File: src/rtl/ps2_mouse_sequencer.sv
// PS/2 mouse bring-up sequencer and 3-byte stream packet decoder.
// Drives the host controller command interface through reset / sample-rate /
// enable, retrying whole attempts on failure, then decodes movement packets.
module ps2_mouse_sequencer #(
  parameter logic [7:0]  SAMPLE_RATE  = 8'd100,
  parameter logic [23:0] RESP_TIMEOUT = 24'd5000000,
  parameter logic [23:0] PKT_TIMEOUT  = 24'd1000000,
  parameter int unsigned MAX_RETRY    = 3
) (
  input  logic       clk,
  input  logic       reset_n,
  input  logic       restart,
  output logic [7:0] the_command,
  output logic       send_command,
  input  logic       command_was_sent,
  input  logic       error_communication_timed_out,
  input  logic [7:0] received_data,
  input  logic       received_data_en,
  output logic       init_done,
  output logic       init_error,
  output logic [2:0] buttons,
  output logic [8:0] dx,
  output logic [8:0] dy,
  output logic [1:0] overflow,
  output logic       packet_valid
);

  // Timer is wide enough for the 4x self-test wait.
  localparam int unsigned TMR_W   = 26;
  localparam int unsigned RETRY_W = (MAX_RETRY > 2) ? $clog2(MAX_RETRY) : 1;

  localparam logic [1:0] STEP_RST  = 2'd0;
  localparam logic [1:0] STEP_SR   = 2'd1;
  localparam logic [1:0] STEP_RATE = 2'd2;
  localparam logic [1:0] STEP_EN   = 2'd3;

  typedef enum logic [2:0] {
    ST_SEND,    // raise send_command with the current step's byte
    ST_BUSY,    // hold request until controller accepts or fails it
    ST_RESP,    // collect the expected response byte(s)
    ST_STREAM,  // init complete, assemble packets
    ST_FAIL     // all attempts exhausted
  } state_t;

  state_t             state;
  logic [1:0]         step;
  logic [1:0]         resp_idx;
  logic               resent;
  logic [RETRY_W-1:0] retry_cnt;
  logic [TMR_W-1:0]   timer;
  logic [23:0]        pkt_timer;
  logic [1:0]         byte_cnt;
  logic [7:0]         b0;
  logic [7:0]         b1;

  logic [7:0]         step_cmd;
  logic [7:0]         exp_byte;
  logic [TMR_W-1:0]   resp_limit;
  logic               last_resp;
  logic               byte_ok;
  logic               resend_ok;
  logic               retry_last;
  logic               attempt_fail;

  // Per-step command byte, expected response, wait limit and failure detection.
  always_comb begin
    step_cmd   = 8'hFF;
    exp_byte   = 8'hFA;
    resp_limit = TMR_W'(RESP_TIMEOUT);
    unique case (step)
      STEP_SR:   step_cmd = 8'hF3;
      STEP_RATE: step_cmd = SAMPLE_RATE;
      STEP_EN:   step_cmd = 8'hF4;
      default:   step_cmd = 8'hFF;
    endcase
    if (step == STEP_RST) begin
      if (resp_idx == 2'd1) begin
        exp_byte   = 8'hAA;
        resp_limit = {RESP_TIMEOUT, 2'b00};
      end else if (resp_idx == 2'd2) begin
        exp_byte = 8'h00;
      end
    end
    last_resp  = (step != STEP_RST) || (resp_idx == 2'd2);
    byte_ok    = (received_data == exp_byte);
    resend_ok  = (received_data == 8'hFE) && !resent;
    retry_last = (retry_cnt == RETRY_W'(MAX_RETRY - 1));
    attempt_fail = 1'b0;
    if (state == ST_BUSY) begin
      attempt_fail = error_communication_timed_out && !command_was_sent;
    end else if (state == ST_RESP) begin
      if (received_data_en) begin
        attempt_fail = !byte_ok && !resend_ok;
      end else begin
        attempt_fail = (timer >= resp_limit);
      end
    end
  end

  // Init sequencer, retry bookkeeping and stream packet assembly.
  always_ff @(posedge clk or negedge reset_n) begin
    if (!reset_n) begin
      state        <= ST_SEND;
      step         <= STEP_RST;
      resp_idx     <= 2'd0;
      resent       <= 1'b0;
      retry_cnt    <= '0;
      timer        <= '0;
      pkt_timer    <= '0;
      byte_cnt     <= 2'd0;
      b0           <= 8'h00;
      b1           <= 8'h00;
      the_command  <= 8'h00;
      send_command <= 1'b0;
      init_done    <= 1'b0;
      init_error   <= 1'b0;
      buttons      <= 3'd0;
      dx           <= 9'd0;
      dy           <= 9'd0;
      overflow     <= 2'd0;
      packet_valid <= 1'b0;
    end else begin
      packet_valid <= 1'b0;
      if (restart) begin
        state        <= ST_SEND;
        step         <= STEP_RST;
        resp_idx     <= 2'd0;
        resent       <= 1'b0;
        retry_cnt    <= '0;
        timer        <= '0;
        pkt_timer    <= '0;
        byte_cnt     <= 2'd0;
        send_command <= 1'b0;
        init_done    <= 1'b0;
        init_error   <= 1'b0;
      end else if (attempt_fail) begin
        send_command <= 1'b0;
        resp_idx     <= 2'd0;
        resent       <= 1'b0;
        timer        <= '0;
        if (retry_last) begin
          state      <= ST_FAIL;
          init_error <= 1'b1;
        end else begin
          retry_cnt <= retry_cnt + RETRY_W'(1);
          step      <= STEP_RST;
          state     <= ST_SEND;
        end
      end else begin
        unique case (state)
          ST_SEND: begin
            the_command  <= step_cmd;
            send_command <= 1'b1;
            state        <= ST_BUSY;
          end
          ST_BUSY: begin
            if (command_was_sent) begin
              send_command <= 1'b0;
              timer        <= '0;
              resp_idx     <= 2'd0;
              state        <= ST_RESP;
            end
          end
          ST_RESP: begin
            timer <= received_data_en ? '0 : timer + TMR_W'(1);
            if (received_data_en) begin
              if (byte_ok) begin
                if (last_resp) begin
                  resp_idx <= 2'd0;
                  resent   <= 1'b0;
                  if (step == STEP_EN) begin
                    state     <= ST_STREAM;
                    init_done <= 1'b1;
                    byte_cnt  <= 2'd0;
                    pkt_timer <= '0;
                  end else begin
                    step  <= step + 2'd1;
                    state <= ST_SEND;
                  end
                end else begin
                  resp_idx <= resp_idx + 2'd1;
                end
              end else begin
                // Only reachable on a first 0xFE: re-issue the same command.
                resent <= 1'b1;
                state  <= ST_SEND;
              end
            end
          end
          ST_STREAM: begin
            if (received_data_en) begin
              pkt_timer <= '0;
              unique case (byte_cnt)
                2'd0: begin
                  // Bit 3 is always set in a header byte; anything else is misaligned.
                  if (received_data[3]) begin
                    b0       <= received_data;
                    byte_cnt <= 2'd1;
                  end
                end
                2'd1: begin
                  b1       <= received_data;
                  byte_cnt <= 2'd2;
                end
                default: begin
                  byte_cnt     <= 2'd0;
                  buttons      <= b0[2:0];
                  dx           <= {b0[4], b1};
                  dy           <= {b0[5], received_data};
                  overflow     <= {b0[7], b0[6]};
                  packet_valid <= 1'b1;
                end
              endcase
            end else if (byte_cnt != 2'd0) begin
              if (pkt_timer >= PKT_TIMEOUT) begin
                byte_cnt  <= 2'd0;
                pkt_timer <= '0;
              end else begin
                pkt_timer <= pkt_timer + 24'd1;
              end
            end
          end
          ST_FAIL: begin
            send_command <= 1'b0;
          end
          default: begin
            state <= ST_SEND;
          end
        endcase
      end
    end
  end

endmodule

File: config.mk
export PLATFORM = sky130hd
export DESIGN_NAME = ps2_mouse_sequencer
export DESIGN_NICKNAME = d
export VERILOG_FILES = /design/src/rtl/ps2_mouse_sequencer.sv
export SDC_FILE = /design/constraint.sdc
export NUM_CORES = 1
export LEC_CHECK = 0
export CAP_MARGIN = 20
export CORE_MARGIN = 4
export CORE_UTILIZATION = 40
export DETAILED_ROUTE_END_ITERATION = 7
export PLACE_DENSITY = 0.67
export SYNTH_ARGS = -nofsm -noshare
export SYNTH_HDL_FRONTEND = slang
export SYNTH_SLANG_ARGS = --single-unit
File: constraint.sdc
create_clock -name clk -period 3.4 [get_ports clk]
set_clock_uncertainty 0.2 [all_clocks]
set_input_delay 0.68 -clock clk [delete_from_list [all_inputs] [get_ports clk]]
set_output_delay 0.68 -clock clk [all_outputs]
set_load 0.005 [all_outputs]
# After elaboration in Yosys (flattened, before gate mapping)
# Index checks and enable logic that the tools add are counted.
# totals
mem_count,0
register_bits,113
latchBits,0
rom_bits,0
output_inout_bits,35
ram_bits,0
wordCells,191
# classes
div,0
n_bitwise,3
n_shift,0
muxes,88
multipliers,0
reduce_logical,44
add_sub_neg,5
order_cmp,2
n_eq_ne,30
# ops
operator,count
$mux W24,9
$mux W26,4
$mux W2,28
$pmux W26 S2,1
$mux W25,2
$pmux W24 S2,1
$mux W1,27
$add A26 B1 Y26 const B,1
$ge A26 B26 Y1,1
$add A24 B1 Y24 const B,1
$ge A24 B20 Y1 const B,1
$mux W8,3
$pmux W8 S3,1
$mux W3,7
$ne A4 B4 Y1 const B,5
$reduce_and A6 Y1,3
$reduce_bool A2 Y1,9
$ne A3 B3 Y1 const B,5
$reduce_bool A3 Y1,5
$pmux W2 S2,3
$pmux W3 S4,1
$ne A5 B5 Y1 const B,2
$reduce_and A5 Y1,2
$reduce_and A9 Y1,1
other kinds (26),49

# Logic depth before layout (Yosys ltp)
# logic_depth
word_depth,12
ltp_mapped,13

# Worst setup path after synthesis
# No wires, ideal clock.
# synth_timing
kind,flip-flop to flip-flop
start,register step[0]
end,register retry_cnt[0]
arrival_ns,3.106
synth_period_minus_slack_ns,3.430
stages_incl_launch_ff,13
path_slack_ns,-0.030
t_required_ns,3.075
path_cell_list,dfrtp_1 -> inv_1 -> ha_1 -> clkbuf_1 -> nand2_1 -> ha_1 -> nor4b_1 -> a211oi_1 -> a2111oi_0 -> o211a_1 -> nor2_2 -> a21oi_1 -> mux2_2
# synth_via
elab_chain_len,10
elab_cells_between_ends,12
classes_between,order compare: 1; eq/ne: 1; mux: 5; reduce/logical: 5
# synth_lines
element,line,rtl
from (decl),46,logic [1:0] step;
from (signal assigned),177,step <= step + 2'd1;
$logic_not A2 Y1 *,76,if (step == STEP_RST) begin
"parallel branches: the longest is 4 deep, another holds $ge A26 B26 Y1",--,
$mux W1 *,92,if (received_data_en) begin
$mux W1 *,91,end else if (state == ST_RESP) begin
$mux W1 *,89,if (state == ST_BUSY) begin
$reduce_bool A2 Y1 (no line) *,--,
$reduce_and A2 Y1 (no line) *,--,
to (signal assigned),145,retry_cnt <= retry_cnt + RETRY_W'(1);
to (decl),49,logic [RETRY_W-1:0] retry_cnt;
# Mark *: on every way between the ends.
# A chain may end at the register's enable or synchronous reset.

# Worst setup path in the final report
# layout_timing
start,input port received_data[1]
end,register pkt_timer[6]
# layout_via
elab_chain_len,9
elab_cells_between_ends,12
classes_between,eq/ne: 4; mux: 3; reduce/logical: 5
# layout_lines
element,line,rtl
from (decl),17,"input logic [7:0] received_data,"
$eq A8 B8 Y1,86,resend_ok = (received_data == 8'hFE) && !resent;
$logic_and A1 B1 Y1,86,
$logic_not A1 Y1,93,attempt_fail = !byte_ok && !resend_ok;
$logic_and A1 B1 Y1,93,
$mux W1,92,
$mux W1,91,
$mux W1,89,
$ne A2 B2 Y1 (no line),--,
$reduce_and A7 Y1 (no line) *,--,
to (signal assigned),219,pkt_timer <= pkt_timer + 24'd1;
to (decl),51,logic [23:0] pkt_timer;
# Mark *: on every way between the ends. The rest lies on a longest branch, timed or not.

==> results.cfg <==
[cts]
cts.sinks = 109
cts_buffer_depth = 2
htree_levels = 3
clock_latency_ns = 0.36
clk_pin_slew_worst_paths_ns = 0.08
clockRootBuffer = clkbuf_16
numCtsBuffers = 9
cts-resized-gates = 0
hold_buffers = 0
cts_tree = done
cts_setup_buffers = 0

[setup_path]
crit_top_cell = o41ai_2
worst_setup_path_end_kind = register
reg2reg_depth = 13
crit_slowest_cell = or4_1
startpoint_type = input port
crit_chain = clkdlybuf4s50_1, or4_1, mux2_4, o41ai_2, a41oi_2, or2_0, o41ai_2
cpPeakStageDelay_ns = 0.56
worstSetupPathType = input port to register
cp.arrival_ns = 3.32
crit_required_ns = 3.45
cp_max_fo = 11

[die]
die_h_um = 128
core_area_um2 = 14000
die_area_um2 = 16300
die_w_um = 128
io_pins = 49
start_util = 0.410
rows = 43

[yosys]
syn_inst = 626
syn_nets = 661
syn_area_um2 = 5740
yosys.cell_types.count = 61
synthArstFlopShare = 1.00
ys_seq_area_frac = 0.475
yosys.area.top_type = dfrtp_1
synth_top_area_frac = 0.475
synth_edf_count = 0
ys_top_cells_by_area = dfrtp_1, nand2_1, ha_1
post_synth.cell_area_avg_um2 = 9.17
synth_ff_type = dfrtp_1
ys_ff_latch = 109
synth_warnings = 0

[place]
dpl.hpwl_mm = 9.74
gp_routability_congestion = 0.844
io_buffers = 48

[layout]
drive_above_1_share = 0.123
area_delta_synth_final_pct = 20.7
n_antenna_cell = 0
fin_nets = 729

[global_routing]
grt_max_degree = 60
antenna_found_initial = 0
grt_usage = 0.172
gr-total-overflow = 0
grt_pass1_vias = 4667
grt_pass1_wl_mm = 23.1

[drt]
drc = 0
firstDrtPassIters = 5
avgRoutedWirePerCell_um = 15.1
postRouteAntennaNets = 0
wirelength_mm = 13.3
initialDrtViolationCount = 213
via_per_inst = 5.36
num_vias = 4713

[power]
p_leak_nw = 3.19
ir_drop_v = 0.000280
powerDensity_nw_per_um2 = 413
p_total_mw = 2.87

[sta]
fin_crit_sh = 0.962
worst_pin_slew_ns = 0.753
rsz0062_at_grt = false
fin_hold_ws_ns = 0.150
max_slew_margin = 0.498
finalMaxSlewViolations = 0
hold_viol_final = 0
period_minus_slack_ns = 3.27
clock.fmax_ghz = 0.306
finalSetupViolCount = 0

[min_path]
hold_path.class = input port to async pin

[flow_run]
maxCapViolCount = 0

[run_status]
status = complete, no violations
## metal layers
layer / vias up / wire length, um / global-route usage
met4: 0 / 132 / 0.0449
met5: - / 0 / 0
met2: 101 / 6330 / 0.276
met1: 2302 / 6170 / 0.237
li1: 2298 / - / -
met3: 12 / 630 / 0.0375
## stage by stage
stage | utilization | setup slack, ns | setup TNS, ns | cell area (um2) | instances
3_5_place_dp | 0.472 | -0.248 | -3.57 | 6600 | 863
2_1_floorplan | - | 0.0151 | 0 | 5740 | 626
3_3_place_gp | 0.472 | -0.146 | -1.34 | 6600 | 863
6_report | 0.496 | 0.131 | 0 | 6930 | 879
5_1_grt | 0.496 | 0.0347 | 0 | 6930 | 879
4_1_cts | 0.494 | 0.0606 | 0 | 6910 | 879
## where the power goes
part	leakage, nW	internal [mW]	switching [mW]
Clock	0.146	0.524	0.534
Sequential	1.49	1.34	0.0473
Combinational	1.55	0.180	0.236
Total	3.19	2.05	0.817
## area by class of cell
class                      instances  area (um2)
fill                            1294        7060
multi-input combinational        470        2850
sequential                       109        2730
timing repair buffer              80         731
clock buffer                       9         225
tap                              180         225
inverter                          24        90.1
clock inverter                     7        80.1
## cell usage in the layout, fill, tap and decap left out, drive strengths merged, types with 8 or more instances in the layout
cell type	count
mux2	19
nand3	23
ha	21
nand2	118
o31ai	10
and3	16
nand4	8
nor2	60
clkbuf	9
inv	27
o21ai	46
nor2b	8
buf	33
a21oi	14
nor3	18
xnor2	13
clkdlybuf4s50	47
dfrtp	109
## flip-flops by register name, indices dropped and copies added, names as in the netlist, 2 cells and up
register and count:
timer 26, pkt_timer 24, dx 9, dy 9, b1 8, b0 7
the_command 5, buttons 3, state 3, byte_cnt 2, overflow 2, resp_idx 2
retry_cnt 2, step 2
## Yosys cell counts (4+ instances only)
master / count
mux2_2: 18
dfrtp_1: 109
clkbuf_1: 15
nand2b_1: 6
xor2_1: 6
mux2i_1: 5
ha_1: 21
o211ai_1: 5
nand4_1: 8
o21ai_0: 46
buf_2: 4
nand3_1: 22
nor4_1: 7
inv_1: 24
nor2_1: 59
o31ai_1: 10
a21oi_1: 14
nand2_1: 118
nor2b_1: 8
nand3b_1: 4
a31oi_1: 5
and3_1: 16
and2_1: 7
nor3_1: 18
xnor2_1: 13
## worst paths after layout
check	slack, ns	start	end
min in group clk	0.27	b0[7]	overflow[1]
min	0.15	reset_n	dx[3]
max	0.13	received_data[1]	pkt_timer[6]
min reg2reg	0.27	b0[7]	overflow[1]
max in group asynchronous	2.11	reset_n	pkt_timer[3]
max reg2reg	0.22	step[0]	retry_cnt[0]
## cell families after synthesis
family | synth area share
buffers and inverters | 0.0336
muxes | 0.0466
adders and majority gates | 0.0458
DFF | 0.475
AOI/OAI and AO/OA | 0.125
and+or+nand+nor | 0.245
xor gates and xnor gates | 0.0290
## worst max-delay path, delay by kind of cell
| kind | cells | cell delay, ns |
|---|---|---|
| AND/OR/NAND/NOR | 2 | 0.99 |
| AO/OA/AOI/OAI | 3 | 0.94 |
| multiplexers | 1 | 0.30 |
| buffers and inverters | 1 | 0.41 |
No activity file was read; power rests on OpenSTA's default activity.
